### src/rtl/bitwise_logic_pipe.sv
// bitwise_logic_pipe
//   Two-stage valid/ready pipeline computing one of eight bitwise functions
//   on two WIDTH-bit operands, with an optional running-XOR accumulator.
//
// Ports
//   clk        rising-edge clock
//   rst_n      asynchronous active-low reset
//   in_valid   producer presents a transaction
//   in_ready   unit accepts the transaction this cycle (combinational)
//   op         function select, captured on accept
//   acc_mode   fold the result into the accumulator, captured on accept
//   acc_clr    zero the accumulator before folding, captured on accept
//   a, b       operands
//   out_valid  result valid
//   out_ready  consumer accepts the result
//   f          result
//   parity     XOR-reduction of f
//   acc        current accumulator value
module bitwise_logic_pipe #(
    parameter int unsigned WIDTH = 16
) (
    input  logic             clk,
    input  logic             rst_n,
    input  logic             in_valid,
    output logic             in_ready,
    input  logic [2:0]       op,
    input  logic             acc_mode,
    input  logic             acc_clr,
    input  logic [WIDTH-1:0] a,
    input  logic [WIDTH-1:0] b,
    output logic             out_valid,
    input  logic             out_ready,
    output logic [WIDTH-1:0] f,
    output logic             parity,
    output logic [WIDTH-1:0] acc
);

    typedef enum logic [2:0] {
        OP_AND   = 3'b000,
        OP_OR    = 3'b001,
        OP_XOR   = 3'b010,
        OP_NAND  = 3'b011,
        OP_NOR   = 3'b100,
        OP_XNOR  = 3'b101,
        OP_NOTA  = 3'b110,
        OP_PASSA = 3'b111
    } op_e;

    // Stage 1: captured transaction
    logic             s1_valid;
    op_e              s1_op;
    logic             s1_acc_mode;
    logic             s1_acc_clr;
    logic [WIDTH-1:0] s1_a;
    logic [WIDTH-1:0] s1_b;

    logic             s2_adv;
    logic [WIDTH-1:0] res;
    logic [WIDTH-1:0] f_next;
    logic [WIDTH-1:0] acc_next;

    assign s2_adv   = !out_valid || out_ready;
    assign in_ready = !s1_valid || s2_adv;

    always_comb begin
        res = s1_a;
        case (s1_op)
            OP_AND:   res = s1_a & s1_b;
            OP_OR:    res = s1_a | s1_b;
            OP_XOR:   res = s1_a ^ s1_b;
            OP_NAND:  res = ~(s1_a & s1_b);
            OP_NOR:   res = ~(s1_a | s1_b);
            OP_XNOR:  res = ~(s1_a ^ s1_b);
            OP_NOTA:  res = ~s1_a;
            OP_PASSA: res = s1_a;
            default:  res = s1_a;
        endcase
    end

    // Accumulator fold; in plain-accumulate mode the presented result is
    // the updated accumulator rather than the raw op result.
    always_comb begin
        acc_next = acc;
        f_next   = res;
        if (s1_acc_mode) begin
            if (s1_acc_clr) begin
                acc_next = res;
            end else begin
                acc_next = acc ^ res;
                f_next   = acc ^ res;
            end
        end else if (s1_acc_clr) begin
            acc_next = '0;
        end
    end

    always_ff @(posedge clk or negedge rst_n) begin
        if (!rst_n) begin
            s1_valid    <= 1'b0;
            s1_op       <= OP_AND;
            s1_acc_mode <= 1'b0;
            s1_acc_clr  <= 1'b0;
            s1_a        <= '0;
            s1_b        <= '0;
        end else if (in_ready) begin
            s1_valid <= in_valid;
            if (in_valid) begin
                s1_op       <= op_e'(op);
                s1_acc_mode <= acc_mode;
                s1_acc_clr  <= acc_clr;
                s1_a        <= a;
                s1_b        <= b;
            end
        end
    end

    // acc only moves on a stage-1 to stage-2 transfer, so a transaction
    // stalled in stage 1 folds exactly once, when it finally advances.
    always_ff @(posedge clk or negedge rst_n) begin
        if (!rst_n) begin
            out_valid <= 1'b0;
            f         <= '0;
            parity    <= 1'b0;
            acc       <= '0;
        end else if (s2_adv) begin
            out_valid <= s1_valid;
            if (s1_valid) begin
                f      <= f_next;
                parity <= ^f_next;
                acc    <= acc_next;
            end
        end
    end

endmodule

### config.mk
export PLATFORM = sky130hd
export DESIGN_NAME = bitwise_logic_pipe
export DESIGN_NICKNAME = d
export VERILOG_FILES = /design/src/rtl/bitwise_logic_pipe.sv
export SDC_FILE = /design/constraint.sdc
export NUM_CORES = 1
export LEC_CHECK = 0
export ABC_AREA = 1
export CAP_MARGIN = 20
export CORE_MARGIN = 3
export CORE_UTILIZATION = 61
export DETAILED_ROUTE_END_ITERATION = 10
export PLACE_DENSITY = 0.95
export SETUP_SLACK_MARGIN = 0.05
export SYNTH_ARGS = -nofsm -noshare
export SYNTH_HDL_FRONTEND = slang
export SYNTH_SLANG_ARGS = --single-unit
### constraint.sdc
create_clock -name clk -period 4.1 [get_ports clk]
set_input_delay 0.82 -clock clk [delete_from_list [all_inputs] [get_ports clk]]
set_output_delay 0.82 -clock clk [all_outputs]
set_load 0.01 [all_outputs]
==> reports/metrics.yaml <==
route:
  viasPerCell: 5.73
  dr_wl_met3_um: 1580
  routed_wl_um: 15200
  via_count: 6130
  drt-met1-wl_um: 6010
  top_layer: "met4"
  wl_met2_um: 7020
  post_drt_wl_per_cell_um: 14.3
  dr.pass1.iters: 6
  drt-initial-drc-count: 675
  drc: 0
  ant_nets: 0
clocking:
  htree_levels: 3
  ctsResizeCount: 0
  cts-root-buf: "clkbuf_8"
  clock_sinks: 72
  cts_buffer_depth: 2
  postCtsHoldBufs: 0
  cts_setup_buffers: 0
  clock_latency_ps: 380
  cts_buffers: 9
  cts_tree: "yes"
  path_clk_slew_ps: 90
die:
  coreArea_mm2: 0.00893
  fp-row-count: 34
  io_pins: 76
  initial_core_util_pct: 64.0
  die_area_mm2: 0.0106
  die_h_um: 103
  fp.dieW_um: 103
global_route:
  grt_antenna_before_repair: 0
  first_global_vias: 5709
  grt_first_pass_wirelength_um: 25800
  overflow: 0
  track_usage_pct: 30.7
  grt_max_degree: 46
setup_path:
  critPathKind: "reg -> reg"
  cp_max_fo: 17
  slowest_delay_ps: 770
  cp_data_required_time_ps: 4370
  timing.critical_path.mode_cell: "nand2_1"
  endpoint_kind: "flop"
  arrival_ps: 3380
  crit_chain: "nand3_1, o21ai_0, nor2_1, nand2_1, nand3_1, nand3_1, nand2_1, nand2_1, inv_2, nor2_2, nand2_1, nand2_1, nand2_1, nand2_1, nand2_1, nand3_1, nand2_1"
  cpMaxStageDelayCell: "dfrtp_1"
  start_kind: "flop"
sta:
  fmax_mhz: 322
  max_slew.worst_pin.slew_ps: 898
  setup_viol: 0
  max_slew_margin_pct: 40.1
  fin_setup_tns_ps: 0
  fin_crit_ps: 3110
  maxSlewViolCount: 0
  whs_ps: 446
  fin_skew_ps: 14.3
  finalCritPeriodShare_pct: 75.8
  rsz0062_at_grt: "false"
  hold_violations: 0
cells_and_area:
  drive_above_1_share_pct: 5.72
  num_antenna_cells: 0
  final_net_count: 1029
  syn_to_final_growth_pct: 16.3
  layout.cells.non_filler: 1069
logic_synthesis:
  yosysTopAreaCell: "dfrtp_1"
  netlist_instances: 905
  avgSynthCellArea_um2: 6.32
  ys_ff_latch: 72
  yosysUniqueCellTypes: 27
  syn_nets: 978
  ys_top_cells_by_area: "dfrtp_1 (32%), nand2_1 (18%), inv_1 (8.1%)"
  syn_area_mm2: 0.00572
  ys_warn_count: 0
  yosys.area.top_type_share_pct: 31.5
  ys_seq_area_share_pct: 31.5
placement:
  io_buffers: 75
  place_inst: 1053
  dp_hpwl_um: 10500
  place.gp.congestion: 0.972
run_status:
  status: "completed"
job:
  maxCapViolCount: 0
power_and_ir_drop:
  peakVddDrop_uv: 231
  power_leakage_nw: 3.68
  power_density_mw_per_mm2: 563
hold_path:
  hp-class: "in -> async"
per-layer routing:
metal | track usage [%] | up-vias
met5 | 0 | -
met4 | 16.7 | 0
met3 | 6.56 | 75
met2 | 48.6 | 376
met1 | 39.3 | 2738
li1 | - | 2941
cells in the mapped netlist:
master / n
inv_4: 1
buf_4: 7
buf_2: 12
o21ai_0: 48
nor2_8: 1
o21a_1: 1
nand2_1: 278
nand3b_1: 11
inv_2: 5
inv_1: 124
nor2_4: 2
buf_1: 2
nand3_1: 67
nor3_1: 2
o21ai_1: 10
nand2_2: 7
a21oi_1: 43
nor2_2: 9
nor2_1: 113
buf_6: 5
dfrtp_1: 72
a22oi_1: 1
ha_1: 32
clkbuf_1: 18
nand3_2: 3
nand4_1: 30
a31oi_1: 1
critical path: cells and delay by family, from the launching register on:
family	cells	cell delay, ps
simple gates	15	1800
flops	1	770
compound gates	1	410
buf+inv	1	40
placed cells by master, fill, tap and decap left out, drive strengths merged, types with 30 or more instances in the layout:
cell type,netlist,final
nand2,285,285
a21oi,43,43
nor2,125,125
dfrtp,72,72
nand4,30,30
o21ai,58,58
clkdlybuf4s50,0,74
ha,32,32
nand3,70,70
inv,130,132
path summary, 6_finish.rpt:
kind	cells after the start	end	from	slack, ps
max in group asynchronous	2	s1_a[15]	rst_n	2630
setup / recovery	17	parity	s1_op[2]	990
hold / removal	1	s1_a[10]	rst_n	450
setup reg to reg	17	parity	s1_op[2]	990
min in group clk	2	f[10]	f[10]	480
hold reg to reg	2	f[10]	f[10]	480
final cells by class:
type,instances,area [um^2]
sequential,72,1800
clock inverter,6,90.1
multi-input combinational,659,3190
tap,108,135
clock buffer,10,138
fill,697,2280
timing repair buffer,84,813
inverter,130,490
power by group:
part | switching [mW] | total (mW) | leakage (nW) | internal (mW)
Combinational | 1.21 | 1.99 | 2.72 | 0.786
Sequential | 0.169 | 1.09 | 0.847 | 0.918
Clock | 0.302 | 0.665 | 0.113 | 0.362
kinds of logic after synthesis:
family / count (synthesis) / synth area share (%)
adder cells (fa/ha/maj): 32 / 7.00
AO/OA/AOI/OAI: 104 / 9.21
flip-flops: 72 / 31.5
buffers and inverters: 174 / 12.8
AND/OR/NAND/NOR: 523 / 39.4
registers in the layout, summed over array words and instances (netlist names):
signal / cells
s1_acc_mode: 1
s1_op: 3
parity: 1
out_valid: 1
s1_b: 16
s1_a: 16
s1_acc_clr: 1
f: 16
s1_valid: 1
acc: 16
stage by stage:
step | worst slack (ps) | util [%] | total power, mW | area, um^2
after floorplan | 2060 | - | 2.37 | 5720
after global placement | 1240 | 71.9 | 2.96 | 6430
after detailed placement | 1190 | 71.9 | 3.03 | 6430
after CTS | 1080 | 74.5 | 3.71 | 6650
after global routing | 725 | 74.5 | 4.06 | 6650
final | 992 | 74.5 | 3.74 | 6650
(Power assumes the default switching activity.)
